==> config.mk <==
export PLATFORM = sky130hd
export DESIGN_NAME = vid_wr_packer
export DESIGN_NICKNAME = d
export VERILOG_FILES = /design/src/rtl/vid_pkg.sv /design/src/rtl/sync_fifo.sv /design/src/rtl/vid_wr_packer.sv
export SDC_FILE = /design/constraint.sdc
export NUM_CORES = 1
export LEC_CHECK = 0
export CAP_MARGIN = 20
export CORE_UTILIZATION = 62
export DETAILED_ROUTE_END_ITERATION = 6
export PLACE_DENSITY = 0.8
export SLEW_MARGIN = 20
export SYNTH_ARGS = -nofsm -noshare
export SYNTH_HDL_FRONTEND = slang
export SYNTH_SLANG_ARGS = --single-unit
==> constraint.sdc <==
create_clock -name clk -period 14.9 [get_ports clk]
set_input_delay 2.235 -clock clk [delete_from_list [all_inputs] [get_ports clk]]
set_output_delay 2.235 -clock clk [all_outputs]
set_load 0.02 [all_outputs]
==> src/rtl/vid_pkg.sv <==
// vid_pkg: types and constants shared by the video write packer and its FIFO.
package vid_pkg;
    localparam int PIX_W = 16;
    typedef enum logic [1:0] {ST_IDLE, ST_ACTIVE, ST_DONE} state_t;
    typedef struct packed {
        logic sof;
        logic eol;
    } tag_t;
    localparam int TAG_W = $bits(tag_t);
endpackage

==> src/rtl/sync_fifo.sv <==
// sync_fifo: show-ahead synchronous FIFO that drops a write when full and not popping.
// Ports: clk/rst (sync, active-high); i_wr_en/i_wr_data push; i_rd_en pop;
//        o_rd_data head word; o_full/o_empty status; o_drop pulses on a lost write.
module sync_fifo #(
    parameter int WIDTH = 66,
    parameter int DEPTH = 16
) (
    input  logic             clk,
    input  logic             rst,
    input  logic             i_wr_en,
    input  logic [WIDTH-1:0] i_wr_data,
    input  logic             i_rd_en,
    output logic [WIDTH-1:0] o_rd_data,
    output logic             o_full,
    output logic             o_empty,
    output logic             o_drop
);
    localparam int AW = $clog2(DEPTH);
    logic [WIDTH-1:0] r_mem [DEPTH];
    logic [AW:0]      r_wr_ptr, r_rd_ptr;
    logic             w_wr, w_rd;
    assign o_empty   = r_wr_ptr == r_rd_ptr;
    assign o_full    = (r_wr_ptr[AW] != r_rd_ptr[AW]) && (r_wr_ptr[AW-1:0] == r_rd_ptr[AW-1:0]);
    assign w_rd      = i_rd_en & ~o_empty;
    // a pop in the same cycle frees the slot, so a full FIFO still accepts
    assign w_wr      = i_wr_en & (~o_full | w_rd);
    assign o_drop    = i_wr_en & o_full & ~w_rd;
    assign o_rd_data = r_mem[r_rd_ptr[AW-1:0]];
    always_ff @(posedge clk)
        if (w_wr) r_mem[r_wr_ptr[AW-1:0]] <= i_wr_data;
    always_ff @(posedge clk) begin
        if (rst) begin
            r_wr_ptr <= '0;
            r_rd_ptr <= '0;
        end else begin
            if (w_wr) r_wr_ptr <= r_wr_ptr + 1'b1;
            if (w_rd) r_rd_ptr <= r_rd_ptr + 1'b1;
        end
    end
endmodule

==> src/rtl/vid_wr_packer.sv <==
// vid_wr_packer: packs RGB565 pixels of a frame into wide words with sof/eol tags and queues them.
// Ports: clk/rst (sync, active-high); img_vs/img_de/img_data_en/img_data pixel input;
//        wr_data/wr_valid/wr_ready/wr_sof/wr_eol word output; frame_done pulse;
//        ovf_err/frame_err sticky error flags.
module vid_wr_packer
    import vid_pkg::*;
#(
    parameter int IMG_W      = 1024,
    parameter int IMG_H      = 768,
    parameter int PACK       = 4,
    parameter int FIFO_DEPTH = 16
) (
    input  logic                  clk,
    input  logic                  rst,
    input  logic                  img_vs,
    input  logic                  img_de,
    input  logic                  img_data_en,
    input  logic [PIX_W-1:0]      img_data,
    output logic [PIX_W*PACK-1:0] wr_data,
    output logic                  wr_valid,
    input  logic                  wr_ready,
    output logic                  wr_sof,
    output logic                  wr_eol,
    output logic                  frame_done,
    output logic                  ovf_err,
    output logic                  frame_err
);
    localparam int WW = PIX_W * PACK;
    localparam int CW = IMG_W > 1 ? $clog2(IMG_W) : 1;
    localparam int LW = IMG_H > 1 ? $clog2(IMG_H) : 1;
    localparam int SW = PACK > 1 ? $clog2(PACK) : 1;
    state_t          r_state;
    logic            r_vs_d, r_push, r_frame_done, r_ovf_err, r_frame_err;
    logic [CW-1:0]   r_col;
    logic [LW-1:0]   r_line;
    logic [SW-1:0]   r_slot;
    logic [WW-1:0]   r_pack, r_push_data, w_word;
    tag_t            r_push_tag;
    logic            w_fs, w_strobe, w_col_last, w_line_last, w_slot_last;
    logic            w_full, w_empty, w_drop;
    logic [WW+TAG_W-1:0] w_rd_data;
    assign w_fs        = img_vs & ~r_vs_d;
    assign w_strobe    = img_de & img_data_en;
    assign w_col_last  = r_col == CW'(IMG_W - 1);
    assign w_line_last = r_line == LW'(IMG_H - 1);
    assign w_slot_last = r_slot == SW'(PACK - 1);
    // completed word: earlier slots from the pack register, top slot straight from the input
    always_comb begin
        w_word = r_pack;
        w_word[PIX_W*(PACK-1) +: PIX_W] = img_data;
    end
    always_ff @(posedge clk) begin
        if (rst) begin
            r_state      <= ST_IDLE;
            r_vs_d       <= 1'b0;
            r_col        <= '0;
            r_line       <= '0;
            r_slot       <= '0;
            r_pack       <= '0;
            r_push       <= 1'b0;
            r_push_data  <= '0;
            r_push_tag   <= '0;
            r_frame_done <= 1'b0;
            r_ovf_err    <= 1'b0;
            r_frame_err  <= 1'b0;
        end else begin
            r_vs_d       <= img_vs;
            r_push       <= 1'b0;
            r_frame_done <= 1'b0;
            if (w_fs) begin
                // ACTIVE never holds a complete frame, so a restart here is always short
                if (r_state == ST_ACTIVE) r_frame_err <= 1'b1;
                r_state <= ST_ACTIVE;
                r_col   <= '0;
                r_line  <= '0;
                r_slot  <= '0;
            end else if (w_strobe) begin
                if (r_state == ST_DONE) r_frame_err <= 1'b1;
                if (r_state == ST_ACTIVE) begin
                    r_pack[int'(r_slot)*PIX_W +: PIX_W] <= img_data;
                    r_slot <= w_slot_last ? '0 : r_slot + 1'b1;
                    r_col  <= w_col_last ? '0 : r_col + 1'b1;
                    if (w_col_last) r_line <= r_line + 1'b1;
                    if (w_slot_last) begin
                        r_push         <= 1'b1;
                        r_push_data    <= w_word;
                        r_push_tag.sof <= (r_line == '0) && (r_col == CW'(PACK - 1));
                        r_push_tag.eol <= w_col_last;
                    end
                    if (w_col_last && w_line_last) begin
                        r_state      <= ST_DONE;
                        r_frame_done <= 1'b1;
                    end
                end
            end
            if (w_drop) r_ovf_err <= 1'b1;
        end
    end
    sync_fifo #(
        .WIDTH (WW + TAG_W),
        .DEPTH (FIFO_DEPTH)
    ) u_fifo (
        .clk       (clk),
        .rst       (rst),
        .i_wr_en   (r_push),
        .i_wr_data ({r_push_tag, r_push_data}),
        .i_rd_en   (wr_ready & wr_valid),
        .o_rd_data (w_rd_data),
        .o_full    (w_full),
        .o_empty   (w_empty),
        .o_drop    (w_drop)
    );
    // outputs forced low during reset, before the registers have been cleared
    assign wr_valid                  = ~w_empty & ~rst;
    assign {wr_sof, wr_eol, wr_data} = wr_valid ? w_rd_data : '0;
    assign frame_done                = r_frame_done & ~rst;
    assign ovf_err                   = r_ovf_err & ~rst;
    assign frame_err                 = r_frame_err & ~rst;
endmodule
==> metrics.md, run 1 <==
| Metric | Value |
|---|---|
| Status | finished, final reports clean |
| CTS Buf Count | 113 |
| Setup TNS | 0 ns |
| I/O Pins | 92 |
| Synth Register Bits | 1213 |
| IO buf count | 91 |
| Met3 usage | 6.325% |
| Post-CTS setup repair buffer count | 0 |
| Post-Layout Cell Count | 3538 |
| RePlAce Congestion | 0.8728 |
| Worst-path clk slew | 0.06 ns |
| Die W | 273.7 um |
| Top post-synthesis cells by count | edfxtp_1 (1056), mux4_2 (264), a21oi_1 (197), nand2_1 (196), dfxtp_1 (157) |
| Fillcell total | 4175 |
| Placed wire-length estimate | 53.70 mm |
| Rows | 99 |
| Vias | 24378 |
| Synth area leader | edfxtp_1 |
| Largest net degree at the start of global routing | 129 |
| Nets@finish | 2516 |
| Setup-failing EPs final | 0 |
| Critical path capture point | wr_data[38] |
| CP Capture Type | output port |
| Seq/Total Area, Yosys | 76.15% |
| Crit path time final | 7.221 ns |
| Antenna violations before repair | 8 |
| Synth area leaders | edfxtp_1 (69%), mux4_2 (13%), dfxtp_1 (6.9%), a22oi_1 (2.2%), a21oi_1 (2.2%) |
| Slew Limit Fails | 0 |
| Area grow syn2layout | 12.05% |
| First-pass GRT wire length | 159.4 mm |
| Layout cell share with drive strength beyond 1 | 19.43% |
| PD cells | 126.3 mW/mm^2 |
| Worst R2R End | u_fifo.r_mem[10][50] |
| Cell Area, Placed | 0.04760 mm^2 |
| Crit path from | rst |
| Drt first pass iters | 6 |
| Top FF cell, synth | edfxtp_1 |
| Total gr overflow | 0 |
| RSZ-0062 raised after global routing | false |
| Count leader, synth | edfxtp_1 |
| Critical path required time | 12.66 ns |
| Hold buffers post-CTS | 0 |
| Leak | 0.01696 uW |
| Drt total wl | 109.0 mm |
| Die height | 273.7 um |
| ANT nets after route | 0 |
| Synth warn | 0 |
| Flop-to-flop setup slack | 11.58 ns |
| Max capacitance violation total | 0 |
| Worst hold margin | 0.4562 ns |
| Reg2reg path depth | 5 |
| Async S/R FF share, synth | 0% |
| Finished Cell Area | 0.05128 mm^2 |
| Post-synth top area share | 69.28% |
| Synth unique cells | 47 |
| DR DRC count | 0 |
| Worst R2R Start | u_fifo.r_wr_ptr[3] |
| Crit path DAT | 4.99 ns |
| Normalized max-slew margin | 22.16% |
| CTS max path bufs | 3 |
| Final Hold Viols | 0 |
| Most used routing layer | met2 |
| Initial Util | 62.73% |
| VDD IR max | 100.5 uV |
| Worst slew pin tran | 1.165 ns |
| Clock skew after layout | 0.03514 ns |
| Placed cells | 3323 |
| Final Core Density | 70.29% |
| Clock sink total | 1213 |
| Vias in the first global route | 24911 |
| Worst setup path category | input pin to output port |
| CTS HTree Levels | 3 |
| Period utilization | 48.46% |
| CP Launch Type | input pin |
| Starting DRC count in detailed routing | 3352 |
| Placeable Area | 0.07296 mm^2 |
| Root buf cell | clkbuf_16 |
| Sequential cell area | 0.03486 mm^2 |
| Routed wire per std cell | 30.81 um |
| Peak Freq | 138.5 MHz |
| Synthesized instance count | 2384 |
| Footprint of the multi-input gates | 0.01033 mm^2 |
| GRT met1 Usage | 40.00% |
| Post-Syn Area | 0.04577 mm^2 |
| Hold WC Path Type | flip-flop to flip-flop |
| EDFF count, synth | 1056 |
| Vias per std cell | 6.890 |
| Post_cts resized | 0 |
| Overall routing resource usage | 29.54% |
| M2 GR Usage | 47.49% |
| CTS tree | built |
| CP Max Fanout | 44 |
| Post-Syn Area per Cell | 19.20 um^2 |
| Synthesized net count | 2419 |
| Clock Latency Late Sink | 0.70 ns |
| Die ar. | 0.07491 mm^2 |
-- worst min path at each step --
stage | startpoint | end | depth (start not counted)
finish | r_pack[33] | r_pack[33] | 2
global route | r_pack[18] | r_pack[18] | 2
detailed placement | r_pack[36] | r_push_data[36] | 2
floorplan | r_ovf_err | r_ovf_err | 2
global placement | r_pack[3] | r_push_data[3] | 2
CTS | r_pack[36] | r_push_data[36] | 2
-- per-layer routing --
metal / wire, um / vias up
met5: 172 / -
met4: 3530 / 18
met3: 11600 / 250
met2: 53820 / 1637
met1: 39880 / 12600
li1: - / 9873
-- per-stage QoR --
step | setup slack, ns | power (uW)
6_report | 7.679 | 6479
5_1_grt | 7.623 | 6627
4_1_cts | 7.364 | 6495
2_1_floorplan | 8.241 | 3723
3_3_place_gp | 7.879 | 3737
3_5_place_dp | 7.785 | 3738
-- critical path, stage by stage --
cell and delay, ns:
buf_4 0.38, inv_1 0.29, o21ai_4 0.46, buf_4 0.75
a21oi_1 0.21, clkdlybuf4s50_1 0.60
-- where the power goes --
group | total [uW] | switching (uW) | internal, uW
Clock | 2810 | 1250 | 1560
Sequential | 3640 | 1.03 | 3640
Combinational | 28.9 | 21.2 | 7.71
-- final cells by class --
cell class / count / area share [%]
sequential: 1213 / 67.98
multi-input combinational: 1016 / 20.15
clock buffer: 155 / 6.097
timing repair buffer: 125 / 2.386
tap: 959 / 2.340
clock inverter: 57 / 0.9564
inverter: 12 / 0.08783
antenna: 1 / 0.004880
-- cells in the final DEF, fill, tap and decap left out, drive strengths merged, types with 20 or more instances in the layout --
cell type,instances
edfxtp,1056
a21oi,197
clkinv,43
mux4,264
inv,20
buf,35
clkbuf,155
a22oi,132
clkdlybuf4s50,90
nand2,196
nor2,23
dfxtp,157
nand3,61
and3,23
-- flip-flops by register name, summed over array words and instances, names as in the netlist, named ones only --
signal           flops
r_col               10
u_fifo.r_wr_ptr      5
r_frame_done         1
r_state              2
r_line              10
r_frame_err          1
r_push_tag           2
r_push               1
r_slot               2
r_ovf_err            1
u_fifo.r_rd_ptr      5
r_vs_d               1
r_push_data         64
r_pack              48
u_fifo.r_mem      1056
-- kinds of logic after synthesis --
logic type | Yosys count | synth area share (%)
compound gates | 351 | 4.683
xor+xnor | 16 | 0.3062
fa+ha+maj | 13 | 0.3554
buf+inv | 155 | 1.602
flops | 1213 | 76.15
mux | 272 | 13.18
simple gates | 364 | 3.726
Power figures use the tool's default switching activity.
==> run 2: changes to the inputs <==
- CORE_UTILIZATION: 62 -> 56
- PLACE_DENSITY: 0.8 -> 0.77
- clock period: 14.9 -> 5.9 ns (I/O delays scaled with it)
==> run 2 against run 1 <==
Effect of this change: worst hold slack got worse by 0.00097 ns; the flow now finishes with violations (DRC); die area rose by 11%; highest routed layer unchanged; non-clock buffer count rose by 30; clock power rose to 2.6 times the previous value; critical path depth fell by 1; via count rose by 0.22%; utilization fell by 5.9 points; sequential share of layout area fell by 0.89 points; critical path type is now flip-flop to output port; clock skew fell by 0.0061 ns; sequential power rose to 2.5 times the previous value; power rose to 2.6 times the previous value.
==> metrics.md, run 2 (synthesis gave the netlist of run 1 again) <==
| Metric | Value |
|---|---|
| Drt total wl | 109.9 mm |
| Leak | 0.01710 uW |
| Die W | 287.9 um |
| Normalized max-slew margin | 27.79% |
| CTS Buf Count | 114 |
| Critical path required time | 5.02 ns |
| Die height | 287.9 um |
| CP Capture Type | output port |
| Vias | 24431 |
| Vias per std cell | 6.648 |
| Worst hold margin | 0.4552 ns |
| Worst-path clk slew | 0.06 ns |
| Sequential share of power | 55.0% |
| Nets@finish | 2547 |
| PD cells | 321.3 mW/mm^2 |
| Met3 usage | 5.048% |
| Post_cts resized | 0 |
| Sequential cell area | 0.03486 mm^2 |
| Rows | 104 |
| Worst R2R Start | u_fifo.r_wr_ptr[2] |
| Critical path's top delay family | flip-flops |
| Drt first pass iters | 7 |
| Placed wire-length estimate | 58.14 mm |
| VDD IR max | 271.8 uV |
| Sw frac | 19.16% |
| Hold WC Path Type | flip-flop to flip-flop |
| Max capacitance violation total | 0 |
| Reg2reg path depth | 5 |
| Setup TNS | 0 ns |
| Overall routing resource usage | 26.62% |
| Clock power frac | 44.5% |
| Die ar. | 0.08288 mm^2 |
| GRT met1 Usage | 36.03% |
| DR DRC count | 28 |
| Crit path time final | 4.672 ns |
| Hold Crit Depth | 2 |
| Final Core Density | 64.41% |
| CTS max path bufs | 3 |
| Buf+Inv Stages, Crit Path | 2 |
| Hold Startpoint | r_pack[21] |
| Combinational share of power | 0.4% |
| Final Hold Viols | 0 |
| CP Max Fanout | 40 |
| Flip-flop count of the largest register after layout | 1056 |
| Slowest stage delay, CP | 1.01 ns |
| Clock skew after layout | 0.02906 ns |
| RSZ-0062 raised after global routing | false |
| Worst Hold Path EP | r_pack[21] |
| Worst R2R End | u_fifo.r_mem[7][56] |
| Starting DRC count in detailed routing | 3212 |
| Fillcell total | 5128 |
| Period utilization | 79.18% |
| Root buf cell | clkbuf_16 |
| Placement Setup Slack | 1.846 ns |
| Layout cell share with drive strength beyond 1 | 20.58% |
| Cell Area, Placed | 0.04810 mm^2 |
| Finished Cell Area | 0.05196 mm^2 |
| Status | complete, but fails checks |
| Hold buffers post-CTS | 0 |
| Routed wire per std cell | 29.91 um |
| Slew Limit Fails | 0 |
| Int Pwr | 13500 uW |
| Critical-path top delay cell | dfxtp_4 |
| IO buf count | 91 |
| Worst setup path category | flip-flop to output port |
| Area grow syn2layout | 13.54% |
| Failing checks | DRC |
| Footprint of the multi-input gates | 0.01033 mm^2 |
| Crit path DAT | 3.79 ns |
| Worst slew pin tran | 1.078 ns |
| Clock sink total | 1213 |
| Flop-to-flop setup slack | 2.83 ns |
| Setup-failing EPs final | 0 |
| CTS tree | built |
| Antenna violations before repair | 4 |
| Psw | 3199 uW |
| Placeable Area | 0.08068 mm^2 |
| Clock Latency Late Sink | 0.69 ns |
| Worst setup margin | 1.228 ns |
| Critical-path cell list | buf_12 -> mux4_2 -> a22oi_1 -> a21oi_1 -> clkdlybuf4s50_1 |
| RePlAce Congestion | 0.8318 |
| Vias in the first global route | 24561 |
| M2 GR Usage | 43.92% |
| Commonest non-fill, non-tap cell in the layout | edfxtp_1 |
| Largest net degree at the start of global routing | 93 |
| Most used routing layer | met2 |
| I/O Pins | 92 |
| CTS HTree Levels | 3 |
| Most frequent cells in the layout | edfxtp_1 (1056), mux4_2 (264), a21oi_1 (196), nand2_1 (196), dfxtp_1 (155) |
| Initial Util | 56.73% |
| Peak Freq | 214.1 MHz |
| Post-CTS setup repair buffer count | 0 |
| ANT nets after route | 0 |
| First-pass GRT wire length | 159.7 mm |
| Total gr overflow | 0 |
| CP Launch Type | flip-flop |
[run 2: cell count changes in the layout (fill, tap and decap cells not counted), sizes merged]
cell / before / now
buf: 35 / 65
bufinv: 5 / 11
clkinv: 43 / 44
clkbuf: 155 / 158
inv: 20 / 16
[run 2: area by class of cell]
type / instances / area share (%)
flip-flops and latches: 1213 / 67.09
multi-input cells: 1016 / 19.87
clock buffers: 158 / 6.164
repair buffers: 155 / 2.976
well taps: 1060 / 2.552
clock inverters: 60 / 1.259
inverters: 12 / 0.08668
diodes: 1 / 0.004816
[run 2: worst min-delay path, cell delays in order (launching register included)]
cell and delay (ns):
dfxtp_1 0.31, nand2_1 0.05, a21oi_1 0.05
[run 2: layer usage]
metal / up-vias / part of all wire, %
met5: - / 0.043
met4: 8 / 3.1
met3: 240 / 9.3
met2: 1514 / 50
met1: 12711 / 38
li1: 9958 / -
[run 2: per-stage QoR]
stage | power (uW) | cells
global placement | 9441 | 3455
floorplan | 9402 | 2384
CTS | 16750 | 3674
global route | 17050 | 3674
finish | 16700 | 3675
detailed placement | 9442 | 3456
[run 2: worst max path at each step]
stage                               endpoint  slack [ns]  cells past startpoint
after floorplan           u_fifo.r_wr_ptr[4]        0.59                      5
after global placement           wr_data[27]        1.76                      6
after detailed placement         wr_data[19]        1.85                      6
after CTS                        wr_data[59]        1.13                      5
after global routing                  wr_eol        1.07                      5
final                            wr_data[59]        1.23                      5
[run 2: power by group through the flow]
stage | logic, uW | clock network (uW) | registers, uW
CTS | 70.8 | 7490 | 9190
detailed placement | 70.3 | 0 | 9370
global placement | 69.3 | 0 | 9370
finish | 74.4 | 7430 | 9190
floorplan | 29.9 | 0 | 9370
global route | 76.2 | 7790 | 9180
